`src/rtl/pipeline_pkg.sv`:
```
// ----------------------------------------------------------------------------
// pipeline_pkg
//   Shared definitions for the front end of the 5-stage RISC-V pipeline.
//   Holds the fetch-stage state encoding, the canonical NOP encoding used to
//   fill empty pipeline slots, the default reset PC and a small PC helper.
//   No ports (package).
// ----------------------------------------------------------------------------
package pipeline_pkg;

    // Fetch-stage controller states.
    typedef enum logic [1:0] {
        ST_IDLE  = 2'd0,
        ST_FETCH = 2'd1,
        ST_HOLD  = 2'd2
    } fetch_state_e;

    // addi x0, x0, 0
    localparam logic [31:0] NOP_INSTR        = 32'h0000_0013;
    localparam logic [31:0] DEFAULT_RESET_PC = 32'h0000_0000;

    // Sequential PC; wraps naturally modulo 2^32.
    function automatic logic [31:0] pc_plus4(input logic [31:0] pc);
        return pc + 32'd4;
    endfunction

endpackage

```
`src/rtl/if_id_reg.sv`:
```
// ----------------------------------------------------------------------------
// if_id_reg
//   {pc, instr, valid} pipeline register between two pipeline stages.
//   Priority: flush > load > hold. A flush writes an empty slot
//   (pc 0, NOP encoding, valid 0); with neither control asserted the
//   register keeps its value.
//
//   Ports:
//     clk_i    in   clock, rising edge
//     rst_i    in   asynchronous active-high reset (empty slot)
//     load_i   in   capture pc_i/instr_i/valid_i
//     flush_i  in   replace contents with an empty slot
//     pc_i     in   [31:0] PC to capture
//     instr_i  in   [31:0] instruction to capture
//     valid_i  in   valid flag to capture
//     pc_o     out  [31:0] registered PC
//     instr_o  out  [31:0] registered instruction
//     valid_o  out  registered valid flag
// ----------------------------------------------------------------------------
module if_id_reg
    import pipeline_pkg::*;
#(
    parameter logic [31:0] NOP_INSTR = pipeline_pkg::NOP_INSTR
) (
    input  logic        clk_i,
    input  logic        rst_i,
    input  logic        load_i,
    input  logic        flush_i,
    input  logic [31:0] pc_i,
    input  logic [31:0] instr_i,
    input  logic        valid_i,
    output logic [31:0] pc_o,
    output logic [31:0] instr_o,
    output logic        valid_o
);

    logic [31:0] pc_q, pc_d;
    logic [31:0] instr_q, instr_d;
    logic        valid_q, valid_d;

    always_comb begin
        pc_d    = pc_q;
        instr_d = instr_q;
        valid_d = valid_q;
        if (flush_i) begin
            pc_d    = 32'd0;
            instr_d = NOP_INSTR;
            valid_d = 1'b0;
        end else if (load_i) begin
            pc_d    = pc_i;
            instr_d = instr_i;
            valid_d = valid_i;
        end
    end

    always_ff @(posedge clk_i or posedge rst_i) begin
        if (rst_i) begin
            pc_q    <= 32'd0;
            instr_q <= NOP_INSTR;
            valid_q <= 1'b0;
        end else begin
            pc_q    <= pc_d;
            instr_q <= instr_d;
            valid_q <= valid_d;
        end
    end

    assign pc_o    = pc_q;
    assign instr_o = instr_q;
    assign valid_o = valid_q;

endmodule

```
`src/rtl/fetch_stage.sv`:
```
// ----------------------------------------------------------------------------
// fetch_stage
//   IF stage of the 5-stage RISC-V pipeline. Owns the PC, the instruction
//   memory request handshake and the IF/ID register. A one-entry hold buffer
//   keeps an instruction that returns while the pipeline is frozen.
//
//   Optional feature (macro FETCH_PERF_CNT_EN): adds saturating counters
//   perf_stall_cnt_o (cycles with a valid IF/ID slot that cannot advance)
//   and perf_flush_cnt_o (taken redirects).
//
//   Ports:
//     clk_i, rst_i          clock / asynchronous active-high reset
//     start_i               begin fetching (sampled in IDLE only)
//     PCWrite_i, Stall_i    hazard unit: PCWrite_i=0 or Stall_i=1 freezes
//     MemStall_i            data-cache stall, freezes everything
//     Flush_i               branch taken in ID
//     BranchTarget_i[31:0]  redirect target, valid with Flush_i
//     imem_req_o            fetch request (FETCH state)
//     imem_addr_o[31:0]     fetch address (= PC)
//     imem_ack_i            fetch data valid, may come in the request cycle
//     imem_data_i[31:0]     fetched instruction
//     IF_ID_pc_o[31:0]      PC of the instruction in IF/ID
//     IF_ID_instr_o[31:0]   instruction in IF/ID (NOP when empty)
//     IF_ID_valid_o         IF/ID holds a real instruction
//     fetch_busy_o          request outstanding without an ack this cycle
//     perf_stall_cnt_o[31:0], perf_flush_cnt_o[31:0]  (FETCH_PERF_CNT_EN only)
// ----------------------------------------------------------------------------
module fetch_stage
    import pipeline_pkg::*;
#(
    parameter logic [31:0] RESET_PC  = pipeline_pkg::DEFAULT_RESET_PC,
    parameter logic [31:0] NOP_INSTR = pipeline_pkg::NOP_INSTR
) (
    input  logic        clk_i,
    input  logic        rst_i,
    input  logic        start_i,
    input  logic        PCWrite_i,
    input  logic        Stall_i,
    input  logic        MemStall_i,
    input  logic        Flush_i,
    input  logic [31:0] BranchTarget_i,
    output logic        imem_req_o,
    output logic [31:0] imem_addr_o,
    input  logic        imem_ack_i,
    input  logic [31:0] imem_data_i,
    output logic [31:0] IF_ID_pc_o,
    output logic [31:0] IF_ID_instr_o,
    output logic        IF_ID_valid_o,
    output logic        fetch_busy_o
`ifdef FETCH_PERF_CNT_EN
    ,
    output logic [31:0] perf_stall_cnt_o,
    output logic [31:0] perf_flush_cnt_o
`endif
);

    logic advance;
    logic redirect;

    fetch_state_e state_q, state_d;
    logic [31:0]  pc_q, pc_d;
    logic         drop_q, drop_d;
    logic [31:0]  redirect_q, redirect_d;
    logic [31:0]  hold_pc_q, hold_pc_d;
    logic [31:0]  hold_instr_q, hold_instr_d;

    logic         ifid_load;
    logic         ifid_flush;
    logic [31:0]  ifid_pc_in;
    logic [31:0]  ifid_instr_in;

    // A flush that coincides with any stall is ignored: the branch is still
    // sitting in ID and will re-assert Flush_i once the pipeline moves.
    assign advance  = PCWrite_i & ~Stall_i & ~MemStall_i;
    assign redirect = Flush_i & advance;

    always_comb begin
        state_d       = state_q;
        pc_d          = pc_q;
        drop_d        = drop_q;
        redirect_d    = redirect_q;
        hold_pc_d     = hold_pc_q;
        hold_instr_d  = hold_instr_q;
        ifid_load     = 1'b0;
        ifid_flush    = 1'b0;
        ifid_pc_in    = pc_q;
        ifid_instr_in = imem_data_i;

        unique case (state_q)
            ST_IDLE: begin
                if (start_i) begin
                    state_d = ST_FETCH;
                end
            end

            ST_FETCH: begin
                if (imem_ack_i && drop_q) begin
                    // Response to a request issued before a redirect: throw it
                    // away and resume at the saved target. A fresh redirect in
                    // this very cycle is newer and wins.
                    drop_d     = 1'b0;
                    pc_d       = redirect ? BranchTarget_i : redirect_q;
                    ifid_flush = advance;
                end else if (imem_ack_i && redirect) begin
                    ifid_flush = 1'b1;
                    pc_d       = BranchTarget_i;
                end else if (imem_ack_i && advance) begin
                    ifid_load = 1'b1;
                    pc_d      = pc_plus4(pc_q);
                end else if (imem_ack_i) begin
                    // Frozen pipeline: park the instruction, PC stays put.
                    hold_pc_d    = pc_q;
                    hold_instr_d = imem_data_i;
                    state_d      = ST_HOLD;
                end else if (redirect) begin
                    // The request in flight cannot be withdrawn (address must
                    // stay stable), so remember to drop its response.
                    ifid_flush = 1'b1;
                    drop_d     = 1'b1;
                    redirect_d = BranchTarget_i;
                end else if (advance) begin
                    // ID consumed its instruction and nothing new arrived.
                    ifid_flush = 1'b1;
                end
            end

            ST_HOLD: begin
                if (redirect) begin
                    ifid_flush = 1'b1;
                    pc_d       = BranchTarget_i;
                    state_d    = ST_FETCH;
                end else if (advance) begin
                    ifid_load     = 1'b1;
                    ifid_pc_in    = hold_pc_q;
                    ifid_instr_in = hold_instr_q;
                    pc_d          = pc_plus4(pc_q);
                    state_d       = ST_FETCH;
                end
            end

            default: begin
                state_d = ST_IDLE;
            end
        endcase
    end

    always_ff @(posedge clk_i or posedge rst_i) begin
        if (rst_i) begin
            state_q      <= ST_IDLE;
            pc_q         <= RESET_PC;
            drop_q       <= 1'b0;
            redirect_q   <= 32'd0;
            hold_pc_q    <= 32'd0;
            hold_instr_q <= NOP_INSTR;
        end else begin
            state_q      <= state_d;
            pc_q         <= pc_d;
            drop_q       <= drop_d;
            redirect_q   <= redirect_d;
            hold_pc_q    <= hold_pc_d;
            hold_instr_q <= hold_instr_d;
        end
    end

    // Request side is decoded from registered state only, so it drops the
    // instant reset is asserted.
    assign imem_req_o   = (state_q == ST_FETCH);
    assign imem_addr_o  = pc_q;
    assign fetch_busy_o = imem_req_o & ~imem_ack_i;

    if_id_reg #(
        .NOP_INSTR (NOP_INSTR)
    ) u_if_id_reg (
        .clk_i   (clk_i),
        .rst_i   (rst_i),
        .load_i  (ifid_load),
        .flush_i (ifid_flush),
        .pc_i    (ifid_pc_in),
        .instr_i (ifid_instr_in),
        .valid_i (1'b1),
        .pc_o    (IF_ID_pc_o),
        .instr_o (IF_ID_instr_o),
        .valid_o (IF_ID_valid_o)
    );

`ifdef FETCH_PERF_CNT_EN
    function automatic logic [31:0] sat_inc(input logic [31:0] v);
        return (v == 32'hFFFF_FFFF) ? v : v + 32'd1;
    endfunction

    logic [31:0] perf_stall_cnt_q, perf_stall_cnt_d;
    logic [31:0] perf_flush_cnt_q, perf_flush_cnt_d;

    always_comb begin
        perf_stall_cnt_d = perf_stall_cnt_q;
        perf_flush_cnt_d = perf_flush_cnt_q;
        if (IF_ID_valid_o && !advance) begin
            perf_stall_cnt_d = sat_inc(perf_stall_cnt_q);
        end
        // Only redirects that actually steer the fetch stream are counted.
        if (redirect && (state_q != ST_IDLE)) begin
            perf_flush_cnt_d = sat_inc(perf_flush_cnt_q);
        end
    end

    always_ff @(posedge clk_i or posedge rst_i) begin
        if (rst_i) begin
            perf_stall_cnt_q <= 32'd0;
            perf_flush_cnt_q <= 32'd0;
        end else begin
            perf_stall_cnt_q <= perf_stall_cnt_d;
            perf_flush_cnt_q <= perf_flush_cnt_d;
        end
    end

    assign perf_stall_cnt_o = perf_stall_cnt_q;
    assign perf_flush_cnt_o = perf_flush_cnt_q;
`endif

endmodule

```
`config.mk`:
```
export PLATFORM = sky130hd
export DESIGN_NAME = fetch_stage
export DESIGN_NICKNAME = d
export VERILOG_FILES = /design/src/rtl/pipeline_pkg.sv /design/src/rtl/if_id_reg.sv /design/src/rtl/fetch_stage.sv
export SDC_FILE = /design/constraint.sdc
export NUM_CORES = 1
export LEC_CHECK = 0
export ABC_AREA = 1
export ABC_CLOCK_PERIOD_IN_PS = 8000
export CAP_MARGIN = 10
export CELL_PAD_IN_SITES_DETAIL_PLACEMENT = 1
export CELL_PAD_IN_SITES_GLOBAL_PLACEMENT = 1
export CORE_MARGIN = 4
export CORE_UTILIZATION = 35
export DETAILED_ROUTE_END_ITERATION = 6
export GPL_ROUTABILITY_DRIVEN = 0
export HOLD_SLACK_MARGIN = 0.06
export PLACE_DENSITY_LB_ADDON = 0.1
export SYNTH_ARGS = -nofsm -noshare
export SYNTH_HDL_FRONTEND = slang
export SYNTH_SLANG_ARGS = --single-unit
```
`constraint.sdc`:
```
create_clock -name clk_i -period 8 [get_ports clk_i]
set_input_delay 2.4 -clock clk_i [delete_from_list [all_inputs] [get_ports clk_i]]
set_output_delay 2.4 -clock clk_i [all_outputs]
set_load 0.03 [all_outputs]
```
==> summary.log <==
qor: outcome.outcome complete, no violations
qor: logic_synthesis.synth_enable_flop_cells 0
qor: logic_synthesis.synth_top_cell_by_area dfrtp_1
qor: worst_setup_path.timing.critical_path.required 5.60 ns
qor: grt.largest_net_degree_at_the_start_of_global_routing 119
qor: final_layout.multiInputGateArea 3820 µm²
qor: timing.timing.fmax 148 MHz
qor: placement.dp_hpwl 20.2 mm
qor: timing.slew_headroom 41.1%
qor: worst_setup_path.critical_path_class input port to output pin
qor: power_and_ir_drop.p_leak 0.00561 µW
qor: grt.global_route.usage.total 19.4%
qor: final_layout.areaGrowthSynthToFinish 26.2%
qor: grt.antenna_found_initial 0
qor: logic_synthesis.postSynthAreaPerCell 7.75 µm²
qor: clock_network.clock-root-buffer clkbuf_16
qor: grt.grt_overflow_total 0
qor: timing.final_max_slew_viol_count 0
qor: final_layout.final_design_area_no_fill 12100 µm²
qor: logic_synthesis.synth_async_sr_flop_share 100%
qor: worst_setup_path.reg2reg_from state_q[0]
qor: final_layout.final-instance-count-excl-fill 1724
qor: clock_network.clk_pin_slew_worst_paths 0.07 ns
qor: detailed_routing.wire_per_inst 16.8 µm
qor: grt.grt_pass1_vias 8722
qor: timing.period_share 84.4%
qor: placement.detailed_place.area 11500 µm²
qor: placement.io_buffers 170
qor: clock_network.cts_inserted_buffers 17
qor: die.die_w 173 µm
qor: logic_synthesis.synthesis.yosys.warnings 0
qor: grt.grt_first_pass_wirelength 47.9 mm
qor: placement.number_of_placed_instances_taps_included 1691
qor: timing.final.setup.tns 0 ns
qor: clock_network.clock_tree.htree_level_count 4
qor: final_layout.nFillCells 3310
qor: timing.hold_ws 0.480 ns
qor: die.die_h 173 µm
qor: worst_setup_path.arrival 4.35 ns
qor: die.initial_core_util 35.6%
qor: clock_network.cts.sink_count 196
qor: die.row_count 60
qor: logic_synthesis.synth_cells 1234
qor: timing.grt_setup_unrepaired no
qor: logic_synthesis.synth.lib_cells_used.distinct 36
qor: clock_network.post_cts_buffers 0
qor: detailed_routing.vias 8497
qor: detailed_routing.postRouteWirelength 28.9 mm
qor: timing.layout_setup_ws 1.25 ns
qor: detailed_routing.antenna_left 0
qor: power_and_ir_drop.ir_worst_vdd 0.122 mV
qor: clock_network.tritoncts built
qor: clock_network.cts_repair_resize_count 0
qor: clock_network.cts-root-to-sink-buffers 2
qor: placement.dpl_worst_slack 1.24 ns
qor: power_and_ir_drop.cellPowerDensity 369 nW/µm²
qor: timing.clock_skew 0.0120 ns
qor: final_layout.design.final.nets 1446
qor: logic_synthesis.synth_flop_cell dfrtp_1
qor: logic_synthesis.synthesis.nets 1310
qor: worst_setup_path.critical_path.startpoint_type input port
qor: worst_setup_path.critical_path.endpoint_type output pin
qor: logic_synthesis.yosys.area.top_type_share 49.7%
qor: worst_setup_path.cp_max_fo 8
qor: flow_run.timing.max_cap.violations 0
qor: final_layout.antenna_cells_inserted 0
qor: final_layout.drive_above_1_share 5.13%
qor: die.core_area 26900 µm²
qor: detailed_routing.drt-vias-per-instance 4.93
qor: timing.setup_viol 0
qor: timing.fin_crit_period 6.75 ns
qor: clock_network.worstSkewPairLatency 0.44 ns
qor: logic_synthesis.yosysSeqAreaShare 51.4%
qor: final_layout.area.sequential 4910 µm²
qor: die.die_area 30000 µm²
qor: detailed_routing.remaining_drc_errors 0
qor: min_path.hold_path.class register to register
qor: logic_synthesis.synth.top_cells.by_area dfrtp_1 (50%), nand2_1 (13%), o21ai_0 (10%)
qor: die.io_pins 171
qor: timing.timing.final.hold_violations 0
qor: min_path.hold_start hold_pc_q[18]
qor: detailed_routing.first_iter_violations 544
qor: logic_synthesis.postSynthRegisterBits 196
qor: detailed_routing.drtPass1Iterations 4
qor: logic_synthesis.netlist_area 9560 µm²
qor: worst_setup_path.cp-startpoint imem_ack_i
qor: clock_network.post_cts_hold_buffer_count 0
qor: timing.worstMarginPinSlew 0.884 ns
[power breakdown]
group	switching, µW	leakage (µW)	internal, µW
clock	445	0.000283	421
combinational	1210	0.00288	700
sequential	256	0.00245	1420
total	1910	0.00561	2540
[final cells by class]
type | instances | share of cell area [%]
Clock buffer | 18 | 3.56
Clock inverter | 14 | 1.32
Inverter | 143 | 4.51
Multi-Input combinational cell | 834 | 31.7
Sequential cell | 196 | 40.7
Tap cell | 341 | 3.54
Timing Repair Buffer | 178 | 14.7
[metal layers]
| metal | up-vias | share of wire (%) | GRT usage (%) |
|---|---|---|---|
| met3 | 14 | 4.2 | 4.08 |
| met4 | 0 | 0.83 | 3.59 |
| met2 | 158 | 45 | 31.0 |
| li1 | 4244 | - | - |
| met1 | 4081 | 50 | 27.7 |
| met5 | - | 0 | 0 |
[path summary, 6_finish.rpt]
path                       cells past startpoint                    to  slack [ns]
max reg2reg                                    8  u_if_id_reg.pc_o[17]        4.81
min in group asynchronous                      2         redirect_q[9]        2.55
min reg2reg                                    2         hold_pc_q[18]        0.48
min                                            2         hold_pc_q[18]        0.48
max in group asynchronous                      3         hold_pc_q[16]        4.24
max                                            5          fetch_busy_o        1.25
[synthesized netlist by cell type, types with 2 or more instances]
| cell | n |
|---|---|
| a21oi_1 | 33 |
| a22oi_1 | 5 |
| a31oi_1 | 2 |
| buf_2 | 17 |
| buf_4 | 5 |
| buf_6 | 6 |
| clkbuf_1 | 31 |
| dfrtp_1 | 190 |
| dfstp_2 | 6 |
| ha_1 | 4 |
| inv_1 | 136 |
| inv_2 | 7 |
| nand2_1 | 343 |
| nand2_2 | 2 |
| nand3_1 | 57 |
| nand3_2 | 3 |
| nand4_1 | 11 |
| nor2_1 | 85 |
| nor2_2 | 4 |
| nor2_4 | 2 |
| nor3_1 | 6 |
| o21ai_0 | 199 |
| o21ai_1 | 66 |
| o22ai_1 | 2 |
[critical path, cell delays in order]
cell and delay (ns):
clkdlybuf4s50_1 0.63, inv_1 0.21, nand2_1 0.19, inv_1 0.22, clkdlybuf4s50_1 0.71
[cell families (layout without fill, tap and decap cells)]
logic type / after synthesis / after routing / share of synthesized area (%)
buffers and inverters: 204 / 353 / 8.91
XOR/XNOR: 1 / 1 / 0.0916
adder cells (fa/ha/maj): 4 / 4 / 0.524
AO/OA/AOI/OAI: 312 / 312 / 16.8
flip-flops: 196 / 196 / 51.4
AND/OR/NAND/NOR: 517 / 517 / 22.3
[state kept, by name (all words and copies together), names as in the netlist]
signal / count
hold_pc_q: 32
state_q: 2
imem_addr_o: 32
drop_q: 1
u_if_id_reg.instr_o: 32
redirect_q: 32
u_if_id_reg.pc_o: 32
hold_instr_q: 32
u_if_id_reg.valid_o: 1
[stage by stage]
stage	utilization, %	power (µW)
floorplan	-	2860
global placement	42.6	3570
detailed placement	42.6	3630
CTS	44.8	4510
global route	44.9	4790
finish	44.9	4450
[placed cells by master (no fill, tap or decap), drive strengths merged]
master and n:
o21ai 266, o22ai 2, clkinvlp 1, dfstp 6, inv 150, ha 4, clkbuf 18, clkdlybuf4s50 170
o211ai 1, nand3 60, a31oi 2, clkinv 6, a21oi 33, a211oi 1, nor2 92, a22oi 5
nor3 7, o2111ai 1, nand3b 1, nand2 346, nand4 11, xor2 1, dfrtp 190, o31ai 1
buf 8
No activity file was read; power rests on OpenSTA's default activity.
